===== src/rtl/alu_issue_sequencer.sv =====
// alu_issue_sequencer
//   Queues {instruction, data0, data1} requests in a small FIFO and issues
//   one entry per cycle to a combinational 2-bit ALU datapath. The datapath
//   response is captured into a single result slot with a valid/ready
//   handshake. An optional HALT state stops issue after an erroring op.
//   Saturating error and overflow counters are kept for software.
//
// Ports
//   clk, rst               clock, synchronous active-high reset
//   req_valid/req_ready    request handshake; req_instr/req_data0/req_data1 payload
//   dp_instruction/dp_data0/dp_data1   FIFO head to the datapath (0 when empty)
//   dp_out0/dp_out1/dp_instr_out/dp_ok/dp_ovf   datapath response
//   res_valid/res_ready    result slot handshake
//   res_out0/res_out1/res_instr/res_err/res_ovf   captured result
//   halted, clr_halt       HALT status and one-cycle release pulse
//   err_cnt, ovf_cnt       saturating event counters
module alu_issue_sequencer #(
  parameter int DEPTH       = 4,
  parameter bit HALT_ON_ERR = 1'b1,
  parameter int CNT_W       = 8
) (
  input  logic             clk,
  input  logic             rst,
  input  logic             req_valid,
  output logic             req_ready,
  input  logic [7:0]       req_instr,
  input  logic [1:0]       req_data0,
  input  logic [1:0]       req_data1,
  output logic [7:0]       dp_instruction,
  output logic [1:0]       dp_data0,
  output logic [1:0]       dp_data1,
  input  logic [1:0]       dp_out0,
  input  logic [1:0]       dp_out1,
  input  logic [7:0]       dp_instr_out,
  input  logic             dp_ok,
  input  logic             dp_ovf,
  output logic             res_valid,
  input  logic             res_ready,
  output logic [1:0]       res_out0,
  output logic [1:0]       res_out1,
  output logic [7:0]       res_instr,
  output logic             res_err,
  output logic             res_ovf,
  output logic             halted,
  input  logic             clr_halt,
  output logic [CNT_W-1:0] err_cnt,
  output logic [CNT_W-1:0] ovf_cnt
);

  localparam int AW = $clog2(DEPTH);

  typedef enum logic {RUN = 1'b0, HALT = 1'b1} state_t;
  typedef logic [AW:0] ptr_t;

  state_t      state_q;
  ptr_t        wr_ptr_q, rd_ptr_q;
  ptr_t        wr_ptr_d, rd_ptr_d;
  logic [11:0] mem_q [DEPTH];
  logic [11:0] head;
  logic        empty, full, push, issue, slot_free;

  function automatic logic [CNT_W-1:0] sat_inc(input logic [CNT_W-1:0] c,
                                               input logic inc);
    if (inc && (c != {CNT_W{1'b1}}))
      return c + CNT_W'(1);
    return c;
  endfunction

  // The extra pointer bit distinguishes full from empty when the indices match.
  assign empty     = (wr_ptr_q == rd_ptr_q);
  assign full      = (wr_ptr_q[AW] != rd_ptr_q[AW]) &&
                     (wr_ptr_q[AW-1:0] == rd_ptr_q[AW-1:0]);
  assign req_ready = ~full;
  assign push      = req_valid & ~full;
  assign slot_free = ~res_valid | res_ready;
  assign issue     = (state_q == RUN) & ~empty & slot_free;
  assign wr_ptr_d  = push  ? wr_ptr_q + ptr_t'(1) : wr_ptr_q;
  assign rd_ptr_d  = issue ? rd_ptr_q + ptr_t'(1) : rd_ptr_q;

  // Head is forced to zero when empty so stale storage never reaches the datapath.
  assign head = empty ? 12'd0 : mem_q[rd_ptr_q[AW-1:0]];
  assign {dp_instruction, dp_data0, dp_data1} = head;

  // Storage is written only on an accepted push, so X payloads with
  // req_valid=0 never enter the FIFO.
  always_ff @(posedge clk) begin
    if (push)
      mem_q[wr_ptr_q[AW-1:0]] <= {req_instr, req_data0, req_data1};
  end

  always_ff @(posedge clk) begin
    if (rst) begin
      state_q   <= RUN;
      halted    <= 1'b0;
      wr_ptr_q  <= '0;
      rd_ptr_q  <= '0;
      res_valid <= 1'b0;
      res_out0  <= '0;
      res_out1  <= '0;
      res_instr <= '0;
      res_err   <= 1'b0;
      res_ovf   <= 1'b0;
      err_cnt   <= '0;
      ovf_cnt   <= '0;
    end else begin
      wr_ptr_q <= wr_ptr_d;
      rd_ptr_q <= rd_ptr_d;

      if (issue) begin
        res_valid <= 1'b1;
        res_out0  <= dp_out0;
        res_out1  <= dp_out1;
        res_instr <= dp_instr_out;
        res_err   <= ~dp_ok;
        res_ovf   <= dp_ovf;
        err_cnt   <= sat_inc(err_cnt, ~dp_ok);
        ovf_cnt   <= sat_inc(ovf_cnt, dp_ovf);
      end else if (res_ready) begin
        res_valid <= 1'b0;
      end

      case (state_q)
        RUN: begin
          // The erroring op's result is still captured above.
          if (issue && !dp_ok && HALT_ON_ERR) begin
            state_q <= HALT;
            halted  <= 1'b1;
          end
        end
        HALT: begin
          if (clr_halt) begin
            state_q <= RUN;
            halted  <= 1'b0;
          end
        end
        default: begin
          state_q <= RUN;
          halted  <= 1'b0;
        end
      endcase
    end
  end

endmodule


===== config.mk =====
export PLATFORM = sky130hd
export DESIGN_NAME = alu_issue_sequencer
export DESIGN_NICKNAME = d
export VERILOG_FILES = /design/src/rtl/alu_issue_sequencer.sv
export SDC_FILE = /design/constraint.sdc
export NUM_CORES = 1
export LEC_CHECK = 0
export CORE_AREA = 8 8 113 115
export CTS_BUF_LIST = sky130_fd_sc_hd__clkbuf_16
export DETAILED_ROUTE_END_ITERATION = 8
export DIE_AREA = 0 0 121 123
export SETUP_SLACK_MARGIN = 0.5
export SYNTH_ARGS = -nofsm -noshare
export SYNTH_HDL_FRONTEND = slang
export SYNTH_SLANG_ARGS = --single-unit

===== constraint.sdc =====
create_clock -name clk -period 2.4 [get_ports clk]
set_clock_uncertainty 0.2 [all_clocks]
set_input_delay 0.24 -clock clk [delete_from_list [all_inputs] [get_ports clk]]
set_output_delay 0.24 -clock clk [all_outputs]
set_load 0.02 [all_outputs]

==> summary.txt <==
Pwr
  – PwrDens: 1010 nW/um2
  – Leak Pwr: between 2 and 2.5 nW
  – VDD IR-drop max: about 0.6 mV

Placement
  – Dpl hpwl: 5.63 mm
  – Port Buf Inserts: 75
  – Final GP Congestion: 0.761
  – Placed inst area: 4730 um2

Routing
  – DRT Pass-1 Iters: 4
  – DRC: 0
  – Via-per-instance ratio: 4.89
  – Wire per inst: 16.3 um
  – Residual antenna-violating net count after detailed routing: 0
  – Vias post-DR: around 2700
  – Routed Wire Length: 9.12 mm
  – 1st-iter DRT viols: 102

Min path
  – Worst hold-check path type: primary input to register

Finish
  – Area of the multi-input gates: 1740 um2
  – Most common cell after layout, fill and taps aside: clkdlybuf4s50_1
  – Commonest non-fill, non-tap cells in the layout: clkdlybuf4s50_1, edfxtp_1, nand2_1, dfxtp_1, a21oi_1
  – Area Growth Syn to Fin: 54.3%
  – Nets@finish: 450
  – Design Area, Final: 5760 um2
  – Layout cells sized above 1: 0.369
  – Number of diodes: 0
  – FF/Latch Area: 2300 um2
  – FILL cells: 951

Setup path
  – WP buf/inv: 3
  – Crit-path leading delay family: multiplexers
  – Cells along the critical path: buf_12, buf_16, mux4_2, and2_4, buf_6
  – Setup CP Type: register to primary output
  – CP endpoint kind: primary output
  – Data required time of the worst path: 1.96 ns
  – CP max FO: 6
  – Crit path DAT: approximately 1.7 ns
  – Worst path max stage delay: 0.49 ns
  – Worst path slowest cell: mux4_2
  – Worst setup SP type: register

Logic synthesis
  – Syn Std Cell Area: 3730 um2
  – Syn Inst Count: 299
  – Syn nets: 337
  – Average instance area after synthesis: 12.5 um2
  – Netlist cell types: 37
  – Yosys warning total: 0
  – Post-synthesis sequential area ratio: 0.606
  – Synth Register Bits: 89

Timing
  – Actual slew at the worst max-slew pin: around 0.75 ns
  – Max transition margin: 0.501
  – Final Hold Fails: 0
  – Crit share post-route: 0.895
  – Setup violators final: 0
  – Setup TNS Final: 0 ns
  – Slew Viols, Final: 0
  – Fmax achieved: 465 MHz
  – Minimum clock period: 2.15 ns
  – RSZ-0062 raised after global routing: true

GRT
  – Vias in the first global route: between 2000 and 3000
  – GR Util All Layers: 0.119
  – Initial antenna violation count: 0
  – Largest net degree at the start of global routing: 42
  – Gr ovfl total: 0
  – First-pass GRT wire length: 13.8 mm

Clocking
  – H-tree depth: 3
  – CTS tree: yes
  – CTS Buf Count: 9
  – Clock Sinks: 89
  – Root buffer cell: clkbuf_16
  – Number of hold buffers added after cts: 0
  – Clk_lat worst skew: roughly 0.33 ns
  – Worst-path clk slew: 0.06 ns
  – Maximum clock insertion buffer count: 2

Outcome
  – Status: finished, final reports clean

Floorplan
  – Initial Util: 0.337
  – Chip height: 123 um
  – I/O Pins: 76
  – Die area: 14900 um2
  – Core ar.: 11100 um2
  – Number of placement rows: 39
  – Die Span X: 121 um

Run
  – Max Cap Violations: 0
cells by family (layout without fill, tap and decap cells):
kind of cell / count (synthesis) / after routing / synth area share
flops: 89 / 89 / 0.606
mux: 24 / 24 / 0.108
compound gates: 35 / 35 / 0.0553
simple gates: 116 / 117 / 0.166
buf+inv: 20 / 137 / 0.0215
xor+xnor: 8 / 8 / 0.0188
fa+ha+maj: 7 / 7 / 0.0235
synth_stat cells:
master     n  area share
nand2b_1   2      0.0034
a21oi_1   25       0.034
or4_1      2      0.0040
xor2_1     3      0.0070
xnor2_1    5       0.012
a311o_1    1      0.0027
and4b_1    1      0.0027
nor2_1    17       0.017
nor2b_1   11       0.018
or4b_2     1      0.0027
inv_1      6      0.0060
o31ai_1    4      0.0080
dfxtp_1   41        0.22
o21ai_0    2      0.0027
nand4_1    3      0.0050
nor4b_1    1      0.0023
buf_2      4      0.0054
mux2i_1    1      0.0027
buf_1      1      0.0010
clkbuf_1   9      0.0091
mux4_2    12       0.072
a311oi_2   1      0.0040
mux2_2    11       0.033
edfxtp_1  48        0.39
nand2_1   33       0.033
and4_1     4      0.0094
a211oi_1   1      0.0020
o31a_1     1      0.0023
and3_1     1      0.0017
ha_1       7       0.023
nor3_2     1      0.0027
nand4b_1   2      0.0047
nor4_1     8       0.013
nand3_1    6      0.0080
or3_1      2      0.0034
nor3_1     3      0.0040
and2_1    18       0.030
repair_timing:
action,in CTS,in global routing
resized for setup,136,50
cloned,2,2
pin swaps,17,15
buffers inserted,13,11
endpoints found under the setup margin,89,69
through the flow:
step / hold slack, ns / std cells / utilization / setup slack [ns] / power, W
2_1_floorplan: 0.139 / 299 / - / 0.458 / 0.00295
3_3_place_gp: 0.242 / 516 / 0.427 / 0.0154 / 0.00371
3_5_place_dp: 0.251 / 516 / 0.427 / 0.0184 / 0.00374
4_1_cts: 0.189 / 547 / 0.489 / 0.236 / 0.00557
5_1_grt: 0.228 / 560 / 0.520 / 0.192 / 0.00612
6_report: 0.201 / 560 / 0.520 / 0.251 / 0.00583
cell type report:
type | count | area share
clock inverter | 7 | 0.0122
multi-input combinational | 191 | 0.302
tap | 143 | 0.0311
inverter | 6 | 0.00391
timing repair buffer | 115 | 0.212
sequential | 89 | 0.399
clock buffer | 9 | 0.0391
sequential cells by signal, indices dropped and copies added, names as in the netlist, named ones only:
signal / flops
err_cnt: 8
halted: 1
mem_q: 48
ovf_cnt: 8
rd_ptr_q: 3
res_err: 1
res_instr: 8
res_out0: 2
res_out1: 2
res_ovf: 1
res_valid: 1
state_q: 1
wr_ptr_q: 3
worst register-to-register path, stage by stage, from the launching register on:
cell,delay (ns)
dfxtp_4,0.35
xnor2_2,0.14
buf_4,0.15
a311o_2,0.42
or4_1,0.49
a21oi_1,0.14
per-layer routing:
| layer | global-route usage | wire length, um | up-vias |
|---|---|---|---|
| met3 | 0.0397 | 559 | 14 |
| met1 | 0.140 | 3850 | 1342 |
| met5 | 0 | 0 | - |
| li1 | - | - | 1318 |
| met2 | 0.196 | 4530 | 67 |
| met4 | 0.0546 | 181 | 0 |
final timing paths:
path	from	to	slack, ns	cells after the start
hold / removal	res_ready	res_valid	0.20	4
setup / recovery	register	dp_instruction[3]	0.25	5
setup reg to reg	rd_ptr_q[2]	ovf_cnt[0]	0.43	5
hold reg to reg	res_out1[0]	res_out1[0]	0.26	2
power breakdown:
part           switching [W]  internal [W]  total (W)  leakage [nW]
sequential          0.000134       0.00180    0.00193         0.784
combinational        0.00117       0.00134    0.00252          1.11
clock               0.000573      0.000804    0.00138         0.137
No activity file was read; power rests on OpenSTA's default activity.
